File: config.mk
export PLATFORM = sky130hd
export DESIGN_NAME = nand_apb_ctrl_flat
export DESIGN_NICKNAME = d
export VERILOG_FILES = /design/src/rtl/nand_apb_ctrl_if.sv /design/src/rtl/nand_apb_ctrl.sv /design/src/flat_wrapper.sv
export SDC_FILE = /design/constraint.sdc
export NUM_CORES = 1
export LEC_CHECK = 0
export CELL_PAD_IN_SITES_DETAIL_PLACEMENT = 2
export CELL_PAD_IN_SITES_GLOBAL_PLACEMENT = 2
export CORE_MARGIN = 1.5
export CORE_UTILIZATION = 23
export CTS_CLUSTER_DIAMETER = 50
export DETAILED_ROUTE_END_ITERATION = 16
export HOLD_SLACK_MARGIN = 0.03
export MAX_ROUTING_LAYER = met4
export PLACE_DENSITY_LB_ADDON = 0.3
export SKIP_LAST_GASP = 1
export SLEW_MARGIN = 30
export SYNTH_ARGS = -nofsm -noshare
export SYNTH_HDL_FRONTEND = slang
export SYNTH_SLANG_ARGS = --single-unit
File: constraint.sdc
create_clock -name PCLK -period 2.3 [get_ports PCLK]
set_input_delay 0.345 -clock PCLK [delete_from_list [all_inputs] [get_ports PCLK]]
set_output_delay 0.345 -clock PCLK [all_outputs]
set_load 0.02 [all_outputs]
File: src/rtl/nand_apb_ctrl_if.sv
// APB slave-side bus bundle for the NAND controller: address/control from
// the fabric, read data and response back to it.
`timescale 1ns/1ps
interface nand_apb_ctrl_if;
  logic [4:0]  PADDR;
  logic        PSEL;
  logic        PENABLE;
  logic        PWRITE;
  logic [31:0] PWDATA;
  logic [31:0] PRDATA;
  logic        PREADY;
  logic        PSLVERR;

  modport master (
    output PADDR, PSEL, PENABLE, PWRITE, PWDATA,
    input  PRDATA, PREADY, PSLVERR
  );

  modport slave (
    input  PADDR, PSEL, PENABLE, PWRITE, PWDATA,
    output PRDATA, PREADY, PSLVERR
  );
endinterface

File: src/rtl/nand_apb_ctrl.sv
// APB-slave NAND flash controller. Software issues single command, address,
// data-write and data-read bus cycles through registers; the block sequences
// the NAND strobes with programmable pulse widths and can wait on ready/busy
// with a timeout. IO bus is 8 or 16 bits, up to four chip enables.
`timescale 1ns/1ps
module nand_apb_ctrl #(
  parameter int IO_W   = 8,
  parameter int NUM_CE = 1,
  parameter int TWP    = 2,
  parameter int TWH    = 2,
  parameter int TRP    = 2,
  parameter int TREH   = 2,
  parameter int TWB    = 8,
  parameter int TOUT   = 65535
) (
  input  logic              PCLK,
  input  logic              PRESETN,
  nand_apb_ctrl_if.slave    apb,
  output logic [NUM_CE-1:0] nCE,
  output logic              CLE,
  output logic              ALE,
  output logic              nWE,
  output logic              nRE,
  output logic              nWP,
  output logic [IO_W-1:0]   IO_O,
  output logic              IO_OE,
  input  logic [IO_W-1:0]   IO_I,
  input  logic              nRB
);

  localparam logic [2:0] ST_IDLE   = 3'd0;
  localparam logic [2:0] ST_SETUP  = 3'd1;
  localparam logic [2:0] ST_LOW    = 3'd2;
  localparam logic [2:0] ST_HIGH   = 3'd3;
  localparam logic [2:0] ST_WAITB  = 3'd4;
  localparam logic [2:0] ST_WAITRB = 3'd5;

  // Operation codes deliberately equal the register word index of the trigger
  localparam logic [1:0] OP_CMD  = 2'd0;
  localparam logic [1:0] OP_ADDR = 2'd1;
  localparam logic [1:0] OP_WR   = 2'd2;
  localparam logic [1:0] OP_RD   = 2'd3;

  localparam logic [15:0] TWP_LAST  = 16'(TWP - 1);
  localparam logic [15:0] TWH_LAST  = 16'(TWH - 1);
  localparam logic [15:0] TRP_LAST  = 16'(TRP - 1);
  localparam logic [15:0] TREH_LAST = 16'(TREH - 1);
  localparam logic [15:0] TWB_LAST  = 16'(TWB - 1);
  localparam logic [15:0] TOUT_LAST = 16'(TOUT - 1);

  logic [2:0]      state;
  logic [1:0]      op;
  logic            wait_rb;
  logic [15:0]     cnt;
  logic [IO_W-1:0] rd_data;
  logic [1:0]      ce_sel;
  logic            ce_en;
  logic            wp_n;
  logic            timeout;
  logic            rb_meta;
  logic            rb_sync;

  logic            access;
  logic [2:0]      word;
  logic            busy;
  logic            is_rd;
  logic            trig;
  logic            to_fire;
  logic            cfg_wr;
  logic            status_wr;
  logic [31:0]     rdata;
  logic            slverr;
  logic            unused_bits;

  assign access    = apb.PSEL & apb.PENABLE;
  assign word      = apb.PADDR[4:2];
  assign busy      = (state != ST_IDLE);
  assign is_rd     = (op == OP_RD);
  assign trig      = access & apb.PWRITE & (word <= 3'd3) & ~busy;
  assign cfg_wr    = access & apb.PWRITE & (word == 3'd4);
  assign status_wr = access & apb.PWRITE & (word == 3'd5);
  assign to_fire   = (state == ST_WAITRB) & ~rb_sync & (cnt == TOUT_LAST);

  assign apb.PREADY  = 1'b1;
  assign apb.PRDATA  = rdata;
  assign apb.PSLVERR = slverr;
  assign nWP         = wp_n;
  assign unused_bits = ^{apb.PWDATA, apb.PADDR[1:0]};

  // Access-phase decode: read mux and error response, both combinational
  always_comb begin
    rdata  = '0;
    slverr = 1'b0;
    if (access) begin
      if (word > 3'd5) begin
        slverr = 1'b1;
      end else if (apb.PWRITE) begin
        if ((word <= 3'd3) && busy) slverr = 1'b1;
      end else begin
        case (word)
          3'd2: begin
            if (busy) slverr = 1'b1;
            else      rdata  = 32'(rd_data);
          end
          3'd4:    rdata  = {26'd0, wp_n, ce_en, 2'd0, ce_sel};
          3'd5:    rdata  = {29'd0, timeout, rb_sync, busy};
          default: slverr = 1'b1;
        endcase
      end
    end
  end

  // Chip enables decode from configuration; out-of-range select leaves all high
  always_comb begin
    for (int i = 0; i < NUM_CE; i++) begin
      nCE[i] = ~(ce_en & (ce_sel == 2'(i)));
    end
  end

  // Configuration register, writable at any time including mid-transaction
  always_ff @(posedge PCLK or negedge PRESETN) begin
    if (!PRESETN) begin
      ce_sel <= 2'd0;
      ce_en  <= 1'b0;
      wp_n   <= 1'b0;
    end else if (cfg_wr) begin
      ce_sel <= apb.PWDATA[1:0];
      ce_en  <= apb.PWDATA[4];
      wp_n   <= apb.PWDATA[5];
    end
  end

  // Two-flop synchroniser for the asynchronous ready/busy pin
  always_ff @(posedge PCLK or negedge PRESETN) begin
    if (!PRESETN) begin
      rb_meta <= 1'b0;
      rb_sync <= 1'b0;
    end else begin
      rb_meta <= nRB;
      rb_sync <= rb_meta;
    end
  end

  // Sticky timeout flag; a new timeout wins over a simultaneous clear
  always_ff @(posedge PCLK or negedge PRESETN) begin
    if (!PRESETN)       timeout <= 1'b0;
    else if (to_fire)   timeout <= 1'b1;
    else if (status_wr) timeout <= 1'b0;
  end

  // Bus-cycle sequencer: drives the NAND pins and captures read data
  always_ff @(posedge PCLK or negedge PRESETN) begin
    if (!PRESETN) begin
      state   <= ST_IDLE;
      op      <= OP_CMD;
      wait_rb <= 1'b0;
      cnt     <= '0;
      CLE     <= 1'b0;
      ALE     <= 1'b0;
      nWE     <= 1'b1;
      nRE     <= 1'b1;
      IO_O    <= '0;
      IO_OE   <= 1'b0;
      rd_data <= '0;
    end else begin
      case (state)
        ST_IDLE: begin
          if (trig) begin
            state   <= ST_SETUP;
            op      <= word[1:0];
            wait_rb <= (word == 3'd0) & apb.PWDATA[8];
            cnt     <= '0;
            CLE     <= (word == 3'd0);
            ALE     <= (word == 3'd1);
            IO_OE   <= (word != 3'd3);
            case (word[1:0])
              OP_CMD, OP_ADDR: IO_O <= IO_W'(apb.PWDATA[7:0]);
              OP_WR:           IO_O <= apb.PWDATA[IO_W-1:0];
              default:         IO_O <= '0;
            endcase
          end
        end
        ST_SETUP: begin
          state <= ST_LOW;
          cnt   <= '0;
          if (is_rd) nRE <= 1'b0;
          else       nWE <= 1'b0;
        end
        ST_LOW: begin
          if (cnt == (is_rd ? TRP_LAST : TWP_LAST)) begin
            state <= ST_HIGH;
            cnt   <= '0;
            nWE   <= 1'b1;
            nRE   <= 1'b1;
            if (is_rd) rd_data <= IO_I;
          end else begin
            cnt <= cnt + 16'd1;
          end
        end
        ST_HIGH: begin
          if (cnt == (is_rd ? TREH_LAST : TWH_LAST)) begin
            cnt <= '0;
            if ((op == OP_CMD) && wait_rb) begin
              state <= ST_WAITB;
            end else begin
              state <= ST_IDLE;
              CLE   <= 1'b0;
              ALE   <= 1'b0;
              IO_OE <= 1'b0;
            end
          end else begin
            cnt <= cnt + 16'd1;
          end
        end
        ST_WAITB: begin
          if (cnt == TWB_LAST) begin
            state <= ST_WAITRB;
            cnt   <= '0;
          end else begin
            cnt <= cnt + 16'd1;
          end
        end
        ST_WAITRB: begin
          if (rb_sync || (cnt == TOUT_LAST)) begin
            state <= ST_IDLE;
            cnt   <= '0;
            CLE   <= 1'b0;
            ALE   <= 1'b0;
            IO_OE <= 1'b0;
          end else begin
            cnt <= cnt + 16'd1;
          end
        end
        default: begin
          state <= ST_IDLE;
          CLE   <= 1'b0;
          ALE   <= 1'b0;
          IO_OE <= 1'b0;
          nWE   <= 1'b1;
          nRE   <= 1'b1;
        end
      endcase
    end
  end

endmodule

File: src/flat_wrapper.sv
// flat-port wrapper written by rule: the top's interface ports become plain ports
module nand_apb_ctrl_flat 
#(
  parameter int IO_W   = 8,
  parameter int NUM_CE = 1,
  parameter int TWP    = 2,
  parameter int TWH    = 2,
  parameter int TRP    = 2,
  parameter int TREH   = 2,
  parameter int TWB    = 8,
  parameter int TOUT   = 65535
)
  (PCLK, PRESETN, nCE, CLE, ALE, nWE, nRE, nWP, IO_O, IO_OE, IO_I, nRB, apb_PADDR, apb_PSEL, apb_PENABLE, apb_PWRITE, apb_PWDATA, apb_PRDATA, apb_PREADY, apb_PSLVERR);
  nand_apb_ctrl_if apb_i ();
  input  logic PCLK;
  input  logic PRESETN;
  output logic [NUM_CE-1:0] nCE;
  output logic CLE;
  output logic ALE;
  output logic nWE;
  output logic nRE;
  output logic nWP;
  output logic [IO_W-1:0] IO_O;
  output logic IO_OE;
  input  logic [IO_W-1:0] IO_I;
  input  logic nRB;
  input wire logic [$bits(apb_i.PADDR)-1:0] apb_PADDR;
  input wire logic [$bits(apb_i.PSEL)-1:0] apb_PSEL;
  input wire logic [$bits(apb_i.PENABLE)-1:0] apb_PENABLE;
  input wire logic [$bits(apb_i.PWRITE)-1:0] apb_PWRITE;
  input wire logic [$bits(apb_i.PWDATA)-1:0] apb_PWDATA;
  output wire logic [$bits(apb_i.PRDATA)-1:0] apb_PRDATA;
  output wire logic [$bits(apb_i.PREADY)-1:0] apb_PREADY;
  output wire logic [$bits(apb_i.PSLVERR)-1:0] apb_PSLVERR;
  assign apb_i.PADDR = apb_PADDR;
  assign apb_i.PSEL = apb_PSEL;
  assign apb_i.PENABLE = apb_PENABLE;
  assign apb_i.PWRITE = apb_PWRITE;
  assign apb_i.PWDATA = apb_PWDATA;
  assign apb_PRDATA = apb_i.PRDATA;
  assign apb_PREADY = apb_i.PREADY;
  assign apb_PSLVERR = apb_i.PSLVERR;
  nand_apb_ctrl #(.IO_W(IO_W), .NUM_CE(NUM_CE), .TWP(TWP), .TWH(TWH), .TRP(TRP), .TREH(TREH), .TWB(TWB), .TOUT(TOUT)) u_core (.PCLK(PCLK), .PRESETN(PRESETN), .apb(apb_i), .nCE(nCE), .CLE(CLE), .ALE(ALE), .nWE(nWE), .nRE(nRE), .nWP(nWP), .IO_O(IO_O), .IO_OE(IO_OE), .IO_I(IO_I), .nRB(nRB));
endmodule
* After elaboration in Yosys (flattened, before gate mapping)
Index checks and enable logic that the tools add are counted.
** Storage, ports and cells
- Flip-flop bits (word level) :: 50
- Output and inout bits :: 49
- Word-level logic and storage cells :: 122
** Operators by class
- Add/subtract/negate cells :: 1
- Order comparisons :: 2
- Eq/ne operators :: 24
- Muxes and demuxes :: 40
- Bitwise logic cells :: 15
- Reductions and logical operators :: 23
** Operator list (count)
- 32-bit two-way mux :: 3
- 32-bit one-hot mux with 3 select lines :: 1
- 16-bit one-hot mux with 5 select lines :: 1
- 16-bit two-way mux :: 4
- 3-bit two-way mux :: 6
- 3-bit one-hot mux with 6 select lines :: 1
- 16-bit by 1-bit adder with 16-bit output, second input constant :: 1
- 16-bit by 1-bit == test with 1-bit output, second input constant :: 1
- 16-bit == test, second input constant :: 1
- 16-bit by 3-bit == test with 1-bit output, second input constant :: 1
- 1-bit two-way mux :: 16
- 8-bit two-way mux :: 2
- 3-bit == test, second input constant :: 4
- 1-bit one-hot mux with 4 select lines :: 3
- 1-bit AND :: 10
- 2-bit by 1-bit != test with 1-bit output, second input constant :: 5
- 5-bit AND reduction :: 2
- 3-bit by 2-bit == test with 1-bit output, second input constant :: 3
- 3-bit AND reduction :: 3
- 3-bit by 1-bit == test with 1-bit output, second input constant :: 2
- 2-bit zero test :: 3
- 3-bit zero test :: 2
- 2-bit != test, second input constant :: 3
- 1-bit one-hot mux with 3 select lines :: 2
- other kinds (16) :: 25

* Depth between registers and ports, before layout
Gate-level depths: netlist of the first run.
- Depth after elaboration :: 6
- Mapped depth :: 8

* Worst setup path after synthesis of the first run
No wires, ideal clock.
- Path type :: register to register
- Start :: reg u_core.cnt[8]
- End :: reg u_core.rd_data[0]
- Library setup time :: 0.125 ns
- Arrival :: 2.344 ns
- Data required time :: 2.175 ns
- Setup slack :: -0.169 ns
- Cell stages (with the launch flop) :: 5
- Path buffers :: 0
- Cells stage by stage :: dfrtp_1 > or4_4 > or4_4 > nor4_4 > mux2_2
** On the way
- Cells in the longest elaborated chain, start to end :: 2
** RTL lines
- start: declaration :: line nand_apb_ctrl.sv:54 : logic [15:0] cnt;
- start signal: assignment :: line nand_apb_ctrl.sv:197 : cnt <= cnt + 16'd1;
- start signal: assignment :: line nand_apb_ctrl.sv:212 : cnt <= cnt + 16'd1;
- start signal: assignment :: line nand_apb_ctrl.sv:220 : cnt <= cnt + 16'd1;
- 16-bit by 1-bit == test with 1-bit output :: line nand_apb_ctrl.sv:190 : if (cnt == (is_rd ? TRP_LAST : TWP_LAST)) begin
- 3-bit AND reduction (no line)
- end signal: assignment :: line nand_apb_ctrl.sv:164 : rd_data <= '0;
- end signal: assignment :: line nand_apb_ctrl.sv:195 : if (is_rd) rd_data <= IO_I;
- end: declaration :: line nand_apb_ctrl.sv:55 : logic [IO_W-1:0] rd_data;
No other way between the ends.
A chain may end at the register's enable or synchronous reset.

* Worst setup path after layout of the first run
- Start :: reg u_core.cnt[14]
- End :: reg u_core.rd_data[0]
The elaborated chain is that of the path after synthesis.

==> summary.md, run 1 <==
| Metric | Value |
|---|---|
| Kind of critical path | `register to register` |
| Power per cell area | `roughly 1000 nW/um^2` |
| Reg2Reg Launch Point | `u_core.cnt[14]` |
| Final Cycle Share | `1.01` |
| Violated checks | `setup timing` |
| Die area | `12900 sq um` |
| Ant. Diodes | `0` |
| Hold Crit Class | `input pin to asynchronous set/reset pin` |
| Vert. Die Dim | `114 microns` |
| Crit end category | `register` |
| CTS tree | `done` |
| Clk sinks | `50` |
| Leakage power | `approximately 1.8 nW` |
| Ranking of synthesized cells by instance count | `48 x dfrtp_1, 43 x nand2_1, 27 x o21ai_0, 26 x buf_4, 23 x nor2_1` |
| Inst Count DP | `between 500 and 600` |
| Synthesized cell area | `around 2800 sq um` |
| Layout Nets | `approximately 460` |
| RePlAce Congestion | `around 0.77` |
| Residual DRC count | `0` |
| Worst endpoint required time | `roughly 2.5 ns` |
| Vias per inst | `between 4 and 5` |
| Flop pwr share | `0.326` |
| Reg2Reg Setup Slack | `-0.02 ns` |
| Register area share after synthesis | `0.445` |
| Maximum vdd drop | `approximately 0.00035 V` |
| Synth Instances | `~320` |
| Vias in the first global route | `between 2000 and 3000` |
| TritonCTS buffer count | `5` |
| Yosys warns | `0` |
| RSZ-0062 raised after global routing | `yes` |
| Crit path arrival time | `2.50 ns` |
| Asr flop ratio synth | `1.00` |
| Final slew viol count | `0` |
| Iter 0 DRT Violations | `slightly above 60` |
| Number of max-cap violations | `0` |
| Largest net degree at the start of global routing | `27` |
| Initial antenna violation count | `0` |
| Fin area | `between 3000 and 4000 sq um` |
| CTS Hold Bufs | `0` |
| Maximum clock frequency | `approximately 430 MHz` |
| Core area | `roughly 12000 sq um` |
| Clock transition at path regs | `0.07 ns` |
| Final Critical Period | `2.32 ns` |
| Least-Margin Pin Slew | `0.635 ns` |
| I/O pins | `100` |
| Finished Layout Cells | `555` |
| H-tree levels | `2` |
| Die W | `around 110 microns` |
| Final setup fails | `8` |
| First-pass GRT wire length | `14.9 mm` |
| Layout cell share with drive strength beyond 1 | `0.233` |
| Final WL | `8.91 mm` |
| Logic pwr share | `0.476` |
| Cell Area, Placed | `~3700 sq um` |
| Ys flop type | `dfrtp_1` |
| Initial Utilization | `0.235` |
| Clock network power share | `0.199` |
| Critical path peak fanout | `8` |
| Global route overflow | `0` |
| Internal | `approximately 2.5 mW` |
| Area growth syn-to-layout | `39.6%` |
| Row count | `40` |
| Layout Skew | `about 0.0067 ns` |
| Clock latency at the later pin of the worst-skew pair | `about 0.3 ns` |
| FF-to-FF End | `u_core.rd_data[0]` |
| Count of cell types in the netlist | `47` |
| Hold Fails Final Rpt | `0` |
| Area contributors post-synth | `dfrtp_1 43%, buf_4 6.9%, nand2_1 5.7%` |
| CTS root buffer | `clkbuf_16` |
| CTS max path bufs | `2` |
| #FFs+latches synth | `50` |
| Switching Fraction | `0.380` |
| Antenna-violating nets left | `0` |
| Most numerous cell in the Yosys netlist | `dfrtp_1` |
| Top cell type's share of synthesized area | `0.427` |
| Final worst slack | `-0.0179 ns` |
| I/O Buffers | `roughly 50` |
| DR WL/cell | `between 15 and 20 microns` |
| Total GRT Usage | `0.151` |
| Initial DRT Pass Iterations | `4` |
| Vias | `between 2000 and 3000` |
| Switch Pwr | `1.53 mW` |
| Worst Reg-to-Reg Cells | `5` |
| Largest area contributor in the netlist | `dfrtp_1` |
| Dpl hpwl | `6.80 mm` |
| Slew headroom | `0.577` |
| Status | `complete, but fails checks` |
| EDFF count, synth | `0` |
| Startpoint types | `register` |
| Syn avg cell area | `approximately 9 sq um` |
-- stage by stage --
stage,setup WS [ns],power (mW),util,setup TNS [ns],hold WS (ns)
3_3_place_gp,-0.222,3.11,0.311,-2.94,0.337
6_report,-0.0179,4.02,0.329,-0.125,0.0531
4_1_cts,-0.0455,4.08,0.329,-0.0857,0.0757
2_1_floorplan,-0.168,2.30,-,-1.30,0.0494
5_1_grt,-0.0973,4.32,0.329,-1.10,0.113
3_5_place_dp,-0.219,3.19,0.311,-3.60,0.343
-- cells in the final DEF (no fill, tap or decap), drive strengths merged, types with 2 or more instances in the layout --
| cell | instances |
|---|---|
| o211ai | 2 |
| and3 | 4 |
| clkbuf | 12 |
| nor2b | 4 |
| nand2b | 2 |
| mux2 | 12 |
| o21bai | 2 |
| nand2 | 43 |
| o22ai | 5 |
| buf | 54 |
| mux2i | 2 |
| inv | 12 |
| ha | 3 |
| nor4 | 9 |
| clkdlybuf4s50 | 39 |
| nand3 | 11 |
| clkinv | 2 |
| o21ai | 27 |
| a22oi | 5 |
| nor3 | 11 |
| nor2 | 23 |
| a21oi | 11 |
| or3 | 3 |
| dfrtp | 48 |
| nand4 | 4 |
| or4 | 4 |
| xnor2 | 6 |
| and2 | 5 |
| conb | 25 |
| dfstp | 2 |
-- per-layer routing --
layer / vias up / global-route usage / wire length [microns]
met5: - / - / 0
met4: 0 / 0.0325 / 78
met3: 7 / 0.0250 / 285
met2: 46 / 0.267 / 4640
met1: 1336 / 0.180 / 3910
li1: 1232 / - / -
-- worst max-delay path by stage --
stage | endpoint | slack (ns) | from
after floorplan | u_core.rd_data[0] | -0.17 | u_core.cnt[8]
after global placement | apb_PRDATA[0] | -0.22 | apb_PADDR[4]
after global routing | u_core.rd_data[1] | -0.1 | u_core.cnt[14]
after detailed placement | apb_PRDATA[7] | -0.22 | apb_PADDR[3]
after CTS | apb_PRDATA[7] | -0.05 | u_core.state[2]
final | u_core.rd_data[0] | -0.02 | u_core.cnt[14]
-- timing repair --
item / 4_1_cts / 5_1_grt
setup buffers: 2 / 0
pin swaps: 3 / 1
setup endpoints to repair: 35 / 34
resized for setup: 24 / 19
-- kinds of logic (layout without fill, tap and decap cells) --
| kind of cell | count (synthesis) | after routing | synth area share |
|---|---|---|---|
| XOR/XNOR | 6 | 6 | 0.0187 |
| adder cells (fa/ha/maj) | 3 | 3 | 0.0133 |
| multiplexers | 14 | 14 | 0.0551 |
| buffers and inverters | 51 | 121 | 0.103 |
| AO/OA/AOI/OAI | 61 | 61 | 0.129 |
| AND/OR/NAND/NOR | 128 | 128 | 0.233 |
| flip-flops | 50 | 50 | 0.445 |
| other | 2 | 25 | 0.00267 |
-- final cells by class --
cell class | count | area (sq um)
fillers | 1371 | 8030
multi-input cells | 237 | 1440
flip-flops and latches | 50 | 1250
repair buffers | 101 | 856
well taps | 147 | 184
clock buffers | 6 | 139
inverters | 12 | 45.0
clock inverters | 2 | 17.5
-- critical path, cell delays in order (launching register included) --
cell and delay, ns:
dfrtp_1 0.39, or4_4 0.57, or4_4 0.58, nor4_4 0.16
buf_6 0.19, mux2_4 0.31
-- registers in the layout (all words and copies together) (netlist names) --
register	count
u_core.wait_rb	1
u_core.nWP	1
u_core.IO_O	8
u_core.ce_en	1
u_core.rb_meta	1
u_core.IO_OE	1
u_core.timeout	1
u_core.CLE	1
u_core.nWE	1
u_core.ce_sel	2
u_core.cnt	16
u_core.ALE	1
u_core.nRE	1
u_core.state	3
u_core.rd_data	8
u_core.rb_sync	1
u_core.op	2
-- power groups by stage --
stage	registers [mW]	clock network, mW	logic (mW)
6_report	1.31	0.799	1.91
5_1_grt	1.34	0.853	2.13
4_1_cts	1.31	0.831	1.93
3_5_place_dp	1.32	0	1.87
3_3_place_gp	1.31	0	1.80
2_1_floorplan	1.44	0	0.862
Power figures use the tool's default switching activity.
==> run 2: changes to the inputs <==
--- a/config.mk
+++ b/config.mk
@@ -5,13 +5,15 @@
 export SDC_FILE = /design/constraint.sdc
 export NUM_CORES = 1
 export LEC_CHECK = 0
+export CAP_MARGIN = 0
 export CELL_PAD_IN_SITES_DETAIL_PLACEMENT = 2
 export CELL_PAD_IN_SITES_GLOBAL_PLACEMENT = 2
 export CORE_MARGIN = 1.5
 export CORE_UTILIZATION = 23
 export CTS_CLUSTER_DIAMETER = 50
 export DETAILED_ROUTE_END_ITERATION = 16
-export HOLD_SLACK_MARGIN = 0.03
+export GPL_ROUTABILITY_DRIVEN = 0
+export HOLD_SLACK_MARGIN = 0.06
 export MAX_ROUTING_LAYER = met4
 export PLACE_DENSITY_LB_ADDON = 0.3
 export SKIP_LAST_GASP = 1
==> results of run 2 <==
No change in the layout: final DEF, timing and power equal those of run 1.
==> run 3: changes to the inputs <==
--- a/config.mk
+++ b/config.mk
@@ -8,7 +8,7 @@
 export CAP_MARGIN = 0
 export CELL_PAD_IN_SITES_DETAIL_PLACEMENT = 2
 export CELL_PAD_IN_SITES_GLOBAL_PLACEMENT = 2
-export CORE_MARGIN = 1.5
+export CORE_MARGIN = 2
 export CORE_UTILIZATION = 23
 export CTS_CLUSTER_DIAMETER = 50
 export DETAILED_ROUTE_END_ITERATION = 16
@@ -21,3 +21,4 @@
 export SYNTH_ARGS = -nofsm -noshare
 export SYNTH_HDL_FRONTEND = slang
 export SYNTH_SLANG_ARGS = --single-unit
+export TNS_END_PERCENT = 50
==> summary.md, run 3 (synthesis results as in run 1) <==
| Metric | Value |
|---|---|
| Status | `complete, but fails checks (unchanged)` |
| Violated checks | `setup timing (unchanged)` |
| Crit end category | `register (unchanged)` |
| Most flops, register | `u_core.cnt (unchanged)` |
| Least-Margin Pin Slew | `0.681 ns (was 0.635 ns)` |
| TritonCTS buffer count | `5 (unchanged)` |
| Slew headroom | `0.546 (was 0.577)` |
| Final setup fails | `6 (was 8)` |
| Largest net degree at the start of global routing | `51 (was 27)` |
| Kind of critical path | `register to register (unchanged)` |
| Area growth syn-to-layout | `39.0% (was 39.6%)` |
| First-pass GRT wire length | `15.1 mm (was 14.9 mm)` |
| Commonest non-fill, non-tap cells in the layout | `48 x buf_4, 48 x dfrtp_1, 43 x nand2_1 (was 50 x buf_4, 48 x dfrtp_1, 43 x nand2_1)` |
| H-tree levels | `2 (unchanged)` |
| Vias per inst | `4.67 (was 4.72)` |
| Hold Crit Class | `input pin to asynchronous set/reset pin (unchanged)` |
| Maximum clock frequency | `428 MHz (was 431 MHz)` |
| Die W | `115 microns (was 114 microns)` |
| CTS max path bufs | `2 (unchanged)` |
| Iter 0 DRT Violations | `50 (was 61)` |
| Regs by FF count | `u_core.cnt x16, u_core.IO_O x8, u_core.rd_data x8 (unchanged)` |
| Layout Nets | `460 (was 461)` |
| Final Critical Period | `2.33 ns (was 2.32 ns)` |
| Layout Skew | `0.00764 ns (was 0.00668 ns)` |
| Crit. Startpoint | `u_core.cnt[15] (was u_core.cnt[14])` |
| Worst endpoint required time | `2.48 ns (was 2.49 ns)` |
| I/O pins | `100 (unchanged)` |
| Total GRT Usage | `0.152 (was 0.151)` |
| Die area | `13100 sq um (was 12900 sq um)` |
| Power per cell area | `1030 nW/um^2 (was 1020 nW/um^2)` |
| Initial DRT Pass Iterations | `4 (unchanged)` |
| Row count | `40 (unchanged)` |
| Number of max-cap violations | `0 (unchanged)` |
| Hold Fails Final Rpt | `0 (unchanged)` |
| Vert. Die Dim | `115 microns (was 114 microns)` |
| Finished Layout Cells | `554 (was 555)` |
| Global route overflow | `0 (unchanged)` |
| Core area | `12000 sq um (unchanged)` |
| Layout cell share with drive strength beyond 1 | `0.221 (was 0.233)` |
| Clock latency at the later pin of the worst-skew pair | `0.30 ns (about the same)` |
| CTS root buffer | `clkbuf_16 (unchanged)` |
| Antenna-violating nets left | `0 (unchanged)` |
| Cells along the critical path | `or4_4 -> or4_4 -> nor4_4 -> buf_6 -> mux2_2 (was or4_4 -> or4_4 -> nor4_4 -> buf_6 -> mux2_4)` |
| Reg2Reg Launch Point | `u_core.cnt[15] (was u_core.cnt[14])` |
| Crit path largest cell delay | `0.58 ns (about the same)` |
| Vias | `2587 (was 2621)` |
| Hold Slack | `0.175 ns (was 0.0531 ns)` |
| Vias in the first global route | `2928 (was 2900)` |
| Critical path's slowest cell | `or4_4 (unchanged)` |
| Initial Utilization | `0.235 (unchanged)` |
| Final WL | `9.17 mm (was 8.91 mm)` |
| Final worst slack | `-0.0339 ns (was -0.0179 ns)` |
| Final slew viol count | `0 (unchanged)` |
| Maximum vdd drop | `0.000386 V (was 0.000351 V)` |
| Inst Count DP | `542 (was 545)` |
| Leakage power | `1.75 nW (was 1.77 nW)` |
| Ant. Diodes | `0 (unchanged)` |
| Max FFs per register | `16 (unchanged)` |
| Crit path arrival time | `2.52 ns (was 2.50 ns)` |
| CTS tree | `done (unchanged)` |
| Initial antenna violation count | `0 (unchanged)` |
| Reg2Reg Setup Slack | `-0.03 ns (was -0.02 ns)` |
| Clock transition at path regs | `0.07 ns (about the same)` |
| Fillers | `1352 (was 1371)` |
| Dpl hpwl | `6.83 mm (was 6.80 mm)` |
| RSZ-0062 raised after global routing | `yes (unchanged)` |
| Residual DRC count | `0 (unchanged)` |
| I/O Buffers | `49 (unchanged)` |
| Startpoint types | `register (unchanged)` |
| Final Cycle Share | `1.01 (about the same)` |
| Crit-path most repeated cell | `or4_4 (unchanged)` |
| Clk sinks | `50 (unchanged)` |
| Critical path peak fanout | `8 (unchanged)` |
| DR WL/cell | `16.6 microns (was 16.1 microns)` |
## run 3: cell types whose count changed in the layout (fill, tap and decap cells not counted), sizes merged
cell,delta
buf,-2
clkbuf,-5
clkdlybuf4s15,+4
clkdlybuf4s50,-1
clkinv,-1
dlygate4sd2,+1
dlymetal6s2s,+1
inv,+2
## run 3: path summary, 6_finish.rpt
| kind | cells after the start | to |
|---|---|---|
| worst max-delay path | 5 | u_core.rd_data[5] |
| worst min-delay path | 2 | u_core.rd_data[7] |
| worst max register to register | 5 | u_core.rd_data[5] |
| worst min register to register | 0 | u_core.rb_sync |
| max in group asynchronous | 2 | u_core.cnt[4] |
| min in group PCLK | 0 | u_core.rb_sync |
## run 3: layer usage
layer | track usage | vias to the layer above | share of wire
li1 | - | 1232 | -
met1 | 0.176 | 1289 | 0.43
met2 | 0.273 | 55 | 0.52
met3 | 0.0281 | 11 | 0.039
met4 | 0.0301 | 0 | 0.011
met5 | - | - | 0
## run 3: repair_timing
action                                  CTS  global route
pin swaps                                 3             0
hold buffers                              0             0
endpoints found under the setup margin   21            37
gates resized for setup                  25             8
buffers inserted                          3             1
## run 3: stage by stage
stage / total power, mW / util / area [sq um] / setup WS, ns / TNS, ns
after global placement: 3.08 / 0.309 / 3700 / -0.222 / -2.94
after detailed placement: 3.19 / 0.309 / 3700 / -0.255 / -3.73
after global routing: 4.34 / 0.327 / 3910 / -0.111 / -1.91
after CTS: 4.06 / 0.326 / 3900 / -0.0677 / -0.403
after floorplan: 2.30 / - / 2910 / -0.168 / -1.30
final: 4.02 / 0.327 / 3910 / -0.0339 / -0.136
## run 3: cell type report
type | instances | area, sq um | share of cell area
clock buffers | 5 | 125 | 0.0320
clock inverters | 3 | 26.3 | 0.00672
inverters | 12 | 45.0 | 0.0115
multi-input cells | 237 | 1400 | 0.357
flip-flops and latches | 50 | 1250 | 0.320
well taps | 147 | 184 | 0.0470
repair buffers | 100 | 881 | 0.225
## run 3: critical path: cells and delay by family (launching register included)
| kind | cells | cell delay (ns) |
|---|---|---|
| buffers and inverters | 1 | 0.19 |
| DFF | 1 | 0.40 |
| and+or+nand+nor | 3 | 1.28 |
| muxes | 1 | 0.35 |
## run 3: power breakdown
| group | leakage, nW | switching [mW] | internal [mW] |
|---|---|---|---|
| Sequential | 0.653 | 0.167 | 1.15 |
| Clock | 0.0748 | 0.376 | 0.415 |
| Combinational | 1.02 | 1.01 | 0.900 |
